--- config.mk ---
export PLATFORM = sky130hd
export DESIGN_NAME = zero_mask_gen
export DESIGN_NICKNAME = d
export VERILOG_FILES = /design/src/rtl/zero_mask_gen.sv
export SDC_FILE = /design/constraint.sdc
export NUM_CORES = 1
export LEC_CHECK = 0
export BUFFER_PORTS_ARGS = -buffer_cell sky130_fd_sc_hd__buf_2
export CORE_ASPECT_RATIO = 1.75
export CORE_UTILIZATION = 30
export CTS_CLUSTER_DIAMETER = 100
export CTS_CLUSTER_SIZE = 20
export DETAILED_ROUTE_END_ITERATION = 10
export GPL_TIMING_DRIVEN = 1
export PLACE_DENSITY_LB_ADDON = 0.2
export SKIP_LAST_GASP = 1
export SLEW_MARGIN = 20
export SYNTH_ARGS = -nofsm -noshare
export SYNTH_HDL_FRONTEND = slang
export SYNTH_SLANG_ARGS = --single-unit
--- constraint.sdc ---
create_clock -name clk -period 3.62 [get_ports clk]
set_input_delay 0.543 -clock clk [delete_from_list [all_inputs] [get_ports clk]]
set_output_delay 0.543 -clock clk [all_outputs]
set_load 0.03 [all_outputs]
--- src/rtl/zero_mask_gen.sv ---
// zero_mask_gen: emits N WIDTH-bit mask words that together hold exactly
// min(Z, N*WIDTH) zero bits, packed LSB-first across the stream with all
// remaining bits set to one. Used to build lane-disable and tail masks.
module zero_mask_gen #(
  parameter int WIDTH    = 16,
  parameter int MAXWORDS = 8,
  parameter int CNT_W    = 8,
  parameter int NW_W     = 4
) (
  input  logic             clk,
  input  logic             rst,
  input  logic [CNT_W-1:0] i_cnt_in,
  input  logic [NW_W-1:0]  i_words_in,
  input  logic             i_in_valid,
  output logic             o_in_ready,
  output logic [WIDTH-1:0] o_out_data,
  output logic             o_out_valid,
  input  logic             i_out_ready,
  output logic             o_out_last,
  output logic             o_busy,
  output logic             o_err
);

  // rem needs one bit beyond CNT_W; the product is formed wide enough that
  // N*WIDTH can never truncate, even for an out-of-range N.
  localparam int REM_W = CNT_W + 1;
  localparam int PW    = CNT_W + NW_W + $clog2(WIDTH + 1) + 1;

  typedef enum logic {IDLE, EMIT} state_t;

  state_t           r_state, w_stateNext;
  logic [REM_W-1:0] r_rem, w_remNext;
  logic [NW_W-1:0]  r_left, w_leftNext;
  logic [WIDTH-1:0] r_data, w_dataNext;
  logic             r_valid, w_validNext;
  logic             r_last, w_lastNext;
  logic             r_err, w_errNext;

  logic [PW-1:0]    w_total;
  logic [PW-1:0]    w_reqCnt;
  logic             w_badN;
  logic             w_clamp;
  logic [REM_W-1:0] w_startRem;
  logic [REM_W-1:0] w_zw;
  logic [REM_W-1:0] w_remAfter;
  logic [NW_W-1:0]  w_leftAfter;

  // Thermometer word: bit i is zero while fewer than rem zeros precede it.
  function automatic logic [WIDTH-1:0] maskFor(input logic [REM_W-1:0] rem);
    logic [WIDTH-1:0] m;
    for (int i = 0; i < WIDTH; i++) begin
      m[i] = (REM_W'(i) < rem) ? 1'b0 : 1'b1;
    end
    return m;
  endfunction

  assign w_total     = PW'(i_words_in) * PW'(WIDTH);
  assign w_reqCnt    = PW'(i_cnt_in);
  assign w_badN      = (i_words_in == '0) || (i_words_in > NW_W'(MAXWORDS));
  assign w_clamp     = (w_reqCnt > w_total);
  assign w_startRem  = w_clamp ? REM_W'(w_total) : REM_W'(i_cnt_in);
  assign w_zw        = (r_rem > REM_W'(WIDTH)) ? REM_W'(WIDTH) : r_rem;
  assign w_remAfter  = r_rem - w_zw;
  assign w_leftAfter = r_left - NW_W'(1);

  // Next-state and next-datapath decisions for the accept/emit sequencing.
  always_comb begin
    w_stateNext = r_state;
    w_remNext   = r_rem;
    w_leftNext  = r_left;
    w_dataNext  = r_data;
    w_validNext = r_valid;
    w_lastNext  = r_last;
    w_errNext   = 1'b0;
    unique case (r_state)
      IDLE: begin
        if (i_in_valid) begin
          if (w_badN) begin
            w_errNext = 1'b1;
          end else begin
            w_stateNext = EMIT;
            w_remNext   = w_startRem;
            w_leftNext  = i_words_in;
            w_dataNext  = maskFor(w_startRem);
            w_lastNext  = (i_words_in == NW_W'(1));
            w_validNext = 1'b1;
            w_errNext   = w_clamp;
          end
        end
      end
      EMIT: begin
        if (r_valid && i_out_ready) begin
          if (r_last) begin
            w_stateNext = IDLE;
            w_remNext   = '0;
            w_leftNext  = '0;
            w_dataNext  = '1;
            w_lastNext  = 1'b0;
            w_validNext = 1'b0;
          end else begin
            w_remNext   = w_remAfter;
            w_leftNext  = w_leftAfter;
            w_dataNext  = maskFor(w_remAfter);
            w_lastNext  = (w_leftAfter == NW_W'(1));
          end
        end
      end
      default: w_stateNext = IDLE;
    endcase
  end

  // FSM state register.
  always_ff @(posedge clk or posedge rst) begin
    if (rst) begin
      r_state <= IDLE;
    end else begin
      r_state <= w_stateNext;
    end
  end

  // Datapath registers: remaining zeros, words left, current word and flags.
  always_ff @(posedge clk or posedge rst) begin
    if (rst) begin
      r_rem   <= '0;
      r_left  <= '0;
      r_data  <= '1;
      r_valid <= 1'b0;
      r_last  <= 1'b0;
      r_err   <= 1'b0;
    end else begin
      r_rem   <= w_remNext;
      r_left  <= w_leftNext;
      r_data  <= w_dataNext;
      r_valid <= w_validNext;
      r_last  <= w_lastNext;
      r_err   <= w_errNext;
    end
  end

  assign o_in_ready  = (r_state == IDLE);
  assign o_busy      = (r_state == EMIT);
  assign o_out_data  = r_data;
  assign o_out_valid = r_valid;
  assign o_out_last  = r_last;
  assign o_err       = r_err;

endmodule
---- Yosys cells after proc, flatten, opt, wreduce, memory -nomap -nowiden ----
Cells that the tools add are included.
storage, ports and cells
  input bits .............................. 16
  flip-flop bits (word level) ............. 33
  output and inout port bits .............. 21
  word-level logic and storage cells ...... 123
cells by class
  $lt $le $gt $ge ......................... 35
  multiplexer cells ....................... 67
  $add $sub $neg .......................... 2
  eq/ne operators ......................... 6
  reductions and logical operators ........ 5
  bitwise operators ....................... 1
operator list
  operator                                               count
  < comparator 4 x 9 -> 1 bit, first input constant      8
  < comparator 4 x 8 -> 1 bit, first input constant      8
  two-way mux 16 bit                                     4
  two-way mux 1 bit                                      47
  two-way mux 9 bit                                      5
  < comparator 3 x 9 -> 1 bit, first input constant      4
  < comparator 3 x 8 -> 1 bit, first input constant      4
  one-hot mux 16 bit (2 select lines)                    1
  < comparator 1 x 9 -> 1 bit, first input constant      2
  < comparator 2 x 9 -> 1 bit, first input constant      2
  one-hot mux 9 bit (2 select lines)                     1
  < comparator 1 x 8 -> 1 bit, first input constant      2
  < comparator 2 x 8 -> 1 bit, first input constant      2
  two-way mux 4 bit                                      4
  > comparator 9 x 5 -> 1 bit, second input constant     1
  subtractor 9 bit                                       1
  == test 4 x 1 -> 1 bit, second input constant          2
  > comparator 8 bit                                     1
  two-way mux 8 bit                                      1
  one-hot mux 4 bit (2 select lines)                     1
  one-hot mux 1 bit (2 select lines)                     3
  > comparator 4 bit, second input constant              1
  zero test 4 bit                                        1
  inequality test 2 x 1 -> 1 bit, second input constant  2
  other kinds (7)                                        8

---- Depth between registers and ports, before layout ----
  depth in word-level cells ............... 8
  mapped depth ............................ 14

---- Worst setup path after synthesis ----
No wires, ideal clock.
  path type ............................... input-to-reg
  from .................................... in i_words_in[3]
  to ...................................... reg r_data[12], in the netlist o_out_data[12]
  library setup time ...................... 83 ps
  data required time ...................... 3537 ps
  buffers on the path ..................... 2
  stages .................................. 11
  arrival time ............................ 2698 ps
  slack ................................... 839 ps
  path through ............................ inv_1 -> ha_1 -> and3_1 -> clkbuf_1 -> a221oi_2 -> nand2_1 -> and3_1 -> nand4b_1 -> buf_2 -> nor2_1 -> o32a_1
between the ends
  word-level cells in the longest chain between the ends .. 7
ends and longest elaborated chain
  item                                 RTL line  source
  start: declaration                   13        input logic [NW_W-1:0] i_words_in,
  > comparator 8 bit                   60        assign w_clamp = (w_reqCnt > w_total);
  two-way mux 8 bit                    61        assign w_startRem = w_clamp ? REM_W'(w_total) : REM_W'(i_cnt_in);
  < comparator 4 x 8 -> 1 bit          52        m[i] = (REM_W'(i) < rem) ? 1'b0 : 1'b1;
  two-way mux 1 bit                    52
  two-way mux 16 bit                   78        if (w_badN) begin
  two-way mux 16 bit                   77        if (i_in_valid) begin
  one-hot mux 16 bit (2 select lines)  75        unique case (r_state)
  end signal: assignment               133       r_data <= w_dataNext;
  end: declaration                     34        logic [WIDTH-1:0] r_data, w_dataNext;
Parallel ways exist; a longest one is shown, timed or not. The select of a mux whose other input is x is not followed.
A chain may end at the register's enable or synchronous reset.

---- Final worst setup path ----
  from .................................... in i_words_in[3]
  to ...................................... reg r_data[4], in the netlist o_out_data[4]
between the ends
  word-level cells in the longest chain between the ends .. 7
ends and longest elaborated chain
  item                                 RTL line
  > comparator 8 bit                   60
  two-way mux 8 bit                    61
  < comparator 3 x 8 -> 1 bit          52
  two-way mux 1 bit                    52
  two-way mux 16 bit                   78
  two-way mux 16 bit                   77
  one-hot mux 16 bit (2 select lines)  75
Parallel ways exist; a longest one is shown, timed or not. The select of a mux whose other input is x is not followed.

==> results.cfg <==
[clock_tree]
clk_latency_ps = 290
cts_buffers = 5
cts_num_sinks = 33
root_buffer = clkbuf_16
cts_max_level = 2
cts_setup_buffers = 0
cts_resized = 0
ctsHoldBuffers = 0
tritoncts = yes
clk_pin_slew_ps = 60
cts_buffer_depth = 2

[routing]
first_pass_iters = 7
route.detailed.drc = 3
wl_um = 7280
ant_nets = 0
drt-vias-per-instance = 5.59
drt_iter0_markers = 126
wl_per_cell_um = 17.7
vias = 2293

[placement]
port-buffer-count = 36
place.gp.congestion = 0.827
hpwl_um = 5530

[setup_path]
critPathRequiredTime_ps = 3830
worstSetupEndpointType = flop
arrival_ps = 3060
startpoint_type = input pin
path_class = in -> reg
path_max_fanout = 12

[power_and_ir_drop]
power_frac_comb_pct = 11.1
power_frac_clock_pct = 51.3
power_w = 0.000986
power.switching_w = 0.000234
power.density_nw_per_um2 = 343
leakage_nw = 1.30
swShare_pct = 23.8
p_int_w = 0.000752
seqPwrFrac_pct = 37.5
vdd_drop_max_uv = 204

[timing]
maxSlewViolCount = 0
timing.fmax_ghz = 0.350
relSlewSlack_pct = 46.0
worst_pin_slew_ps = 809
hold_viol = 0
fin_setup_tns_ps = 0
period_share_pct = 78.9
rsz0062_at_grt = false
setup_viol = 0
period_minus_slack_ps = 2860
clock-skew-final_ps = 5.20

[global_route]
grt_pass1_wl_um = 12100
antenna_found_initial = 0
grt_use_total_pct = 18.4
grt_max_degree = 34
grt.overflow.total = 0
grt_pass1_vias = 2354

[run_status]
status = finished, violations left
violations = DRC

[floorplanning]
start_util_pct = 30.9
die_w_um = 70.5
fp.dieH_um = 122
fp.coreArea_um2 = 7960
std_cell_rows = 43
die-area_um2 = 8580
ios = 37

[final_layout]
fin_util_pct = 36.2
multi_input_area_um2 = 1460
final-seq-area_um2 = 846
syn_to_final_growth_pct = 17.0
nFillCells = 872
nNetsFinal = 343
diodes = 0
layout-drive-gt1-share_pct = 27.2

[synthesis]
yosysMostFrequentCell = nand2_1
synth_cell_type_count = 64
syn_nets = 308
yosysTopAreaCell = dfrtp_1
yosysWarnings = 0
ys_seq_area_share_pct = 34.4
postSynthCellCount = 284
synth-async-reset-ratio_pct = 100
avgSynthCellArea_um2 = 8.67
synth_common_cells = 36 x nand2_1, 24 x nor2_1, 21 x o21ai_0, 18 x a21oi_1, 17 x dfrtp_1
netlist_area_um2 = 2460
synth-edff-count = 0
synth_flop_cell = dfrtp_1
synth_area_leaders = dfrtp_1 17%, dfstp_2 17%, nand2_1 5.5%
yosysTopAreaCellShare_pct = 17.3
synth-seq-cells = 33

[hold_path]
hold_path.class = in -> async

[job]
cap_violations = 0
layout by cell type, fill, tap and decap left out, types with 3 or more instances in the layout:
master	netlist	routed
o32a_1	9	9
ha_1	8	8
and2_2	3	3
o21ai_0	21	21
a21oi_1	18	18
buf_4	6	8
dfrtp_1	17	17
a31oi_1	3	3
o22ai_1	5	5
clkbuf_16	0	5
a221o_1	3	3
xnor2_1	3	3
buf_2	2	36
a22oi_1	3	3
nor3_1	11	11
and3_1	11	11
dfstp_2	16	16
nor2_1	24	24
nand2b_1	3	3
nand2_1	36	36
a21o_1	5	5
inv_1	12	12
nand3_1	6	6
kinds of logic (layout without fill, tap and decap cells):
logic type,Yosys count,count (layout),share of synthesized area [%]
and+or+nand+nor,113,113,25.6
AOI/OAI and AO/OA,92,92,26.9
DFF,33,33,34.4
buffers and inverters,30,66,6.51
adders and majority gates,8,8,4.07
xor gates and xnor gates,4,4,1.42
other,2,2,0.305
muxes,2,2,0.864
power by group through the flow:
stage                logic, W  clock network (W)  registers [W]
floorplan           0.0000722                  0       0.000376
global placement     0.000108                  0       0.000376
detailed placement   0.000109                  0       0.000376
CTS                  0.000109           0.000519       0.000370
global route         0.000122           0.000536       0.000370
finish               0.000110           0.000506       0.000370
flip-flops by register name, summed over array words and instances (netlist names):
register     flops
o_err            1
o_out_data      16
o_out_last       1
o_out_valid      1
o_busy           1
r_left           4
r_rem            9
worst paths after layout:
kind | start | slack (ps) | end | depth (start not counted)
min reg2reg | o_out_data[3] | 490 | o_out_data[3] | 2
min | rst | 340 | o_out_valid | 3
max in group asynchronous | rst | 2920 | o_out_data[9] | 3
max reg2reg | r_rem[4] | 960 | o_out_data[6] | 10
max | i_words_in[3] | 760 | o_out_data[4] | 11
min in group clk | o_out_data[3] | 490 | o_out_data[3] | 2
routing by layer:
layer	up-vias	routed length, um	GRT usage [%]
met5	-	0	0
met4	0	267	10.5
met3	18	240	3.31
met2	50	3870	33.1
met1	1102	2900	20.1
li1	1123	-	-
cell type report:
cell class                 count  area share [%]
clock buffer                   7            4.95
inverter                      14            1.83
multi-input combinational    221            50.5
clock inverter                 1            1.04
timing repair buffer          44            8.34
tap                           90            3.91
sequential                    33            29.4
critical path, stage by stage:
cell and delay [ps]:
buf_2 120, inv_1 80, ha_1 320, and3_1 340
nand3_1 190, mux2_2 310, a22oi_1 260, nand4b_1 200
buf_4 230, or3_1 360, o211ai_1 110
stage by stage:
step / worst slack, ps / std cells / hold WS (ps) / instance area, um^2
after floorplan: 839 / 284 / 456 / 2460
after global placement: 625 / 402 / 488 / 2710
after detailed placement: 495 / 402 / 484 / 2710
after CTS: 800 / 410 / 367 / 2880
after global routing: 608 / 410 / 400 / 2880
final: 764 / 410 / 345 / 2880
Note: power is estimated with default switching activity, not from simulation.
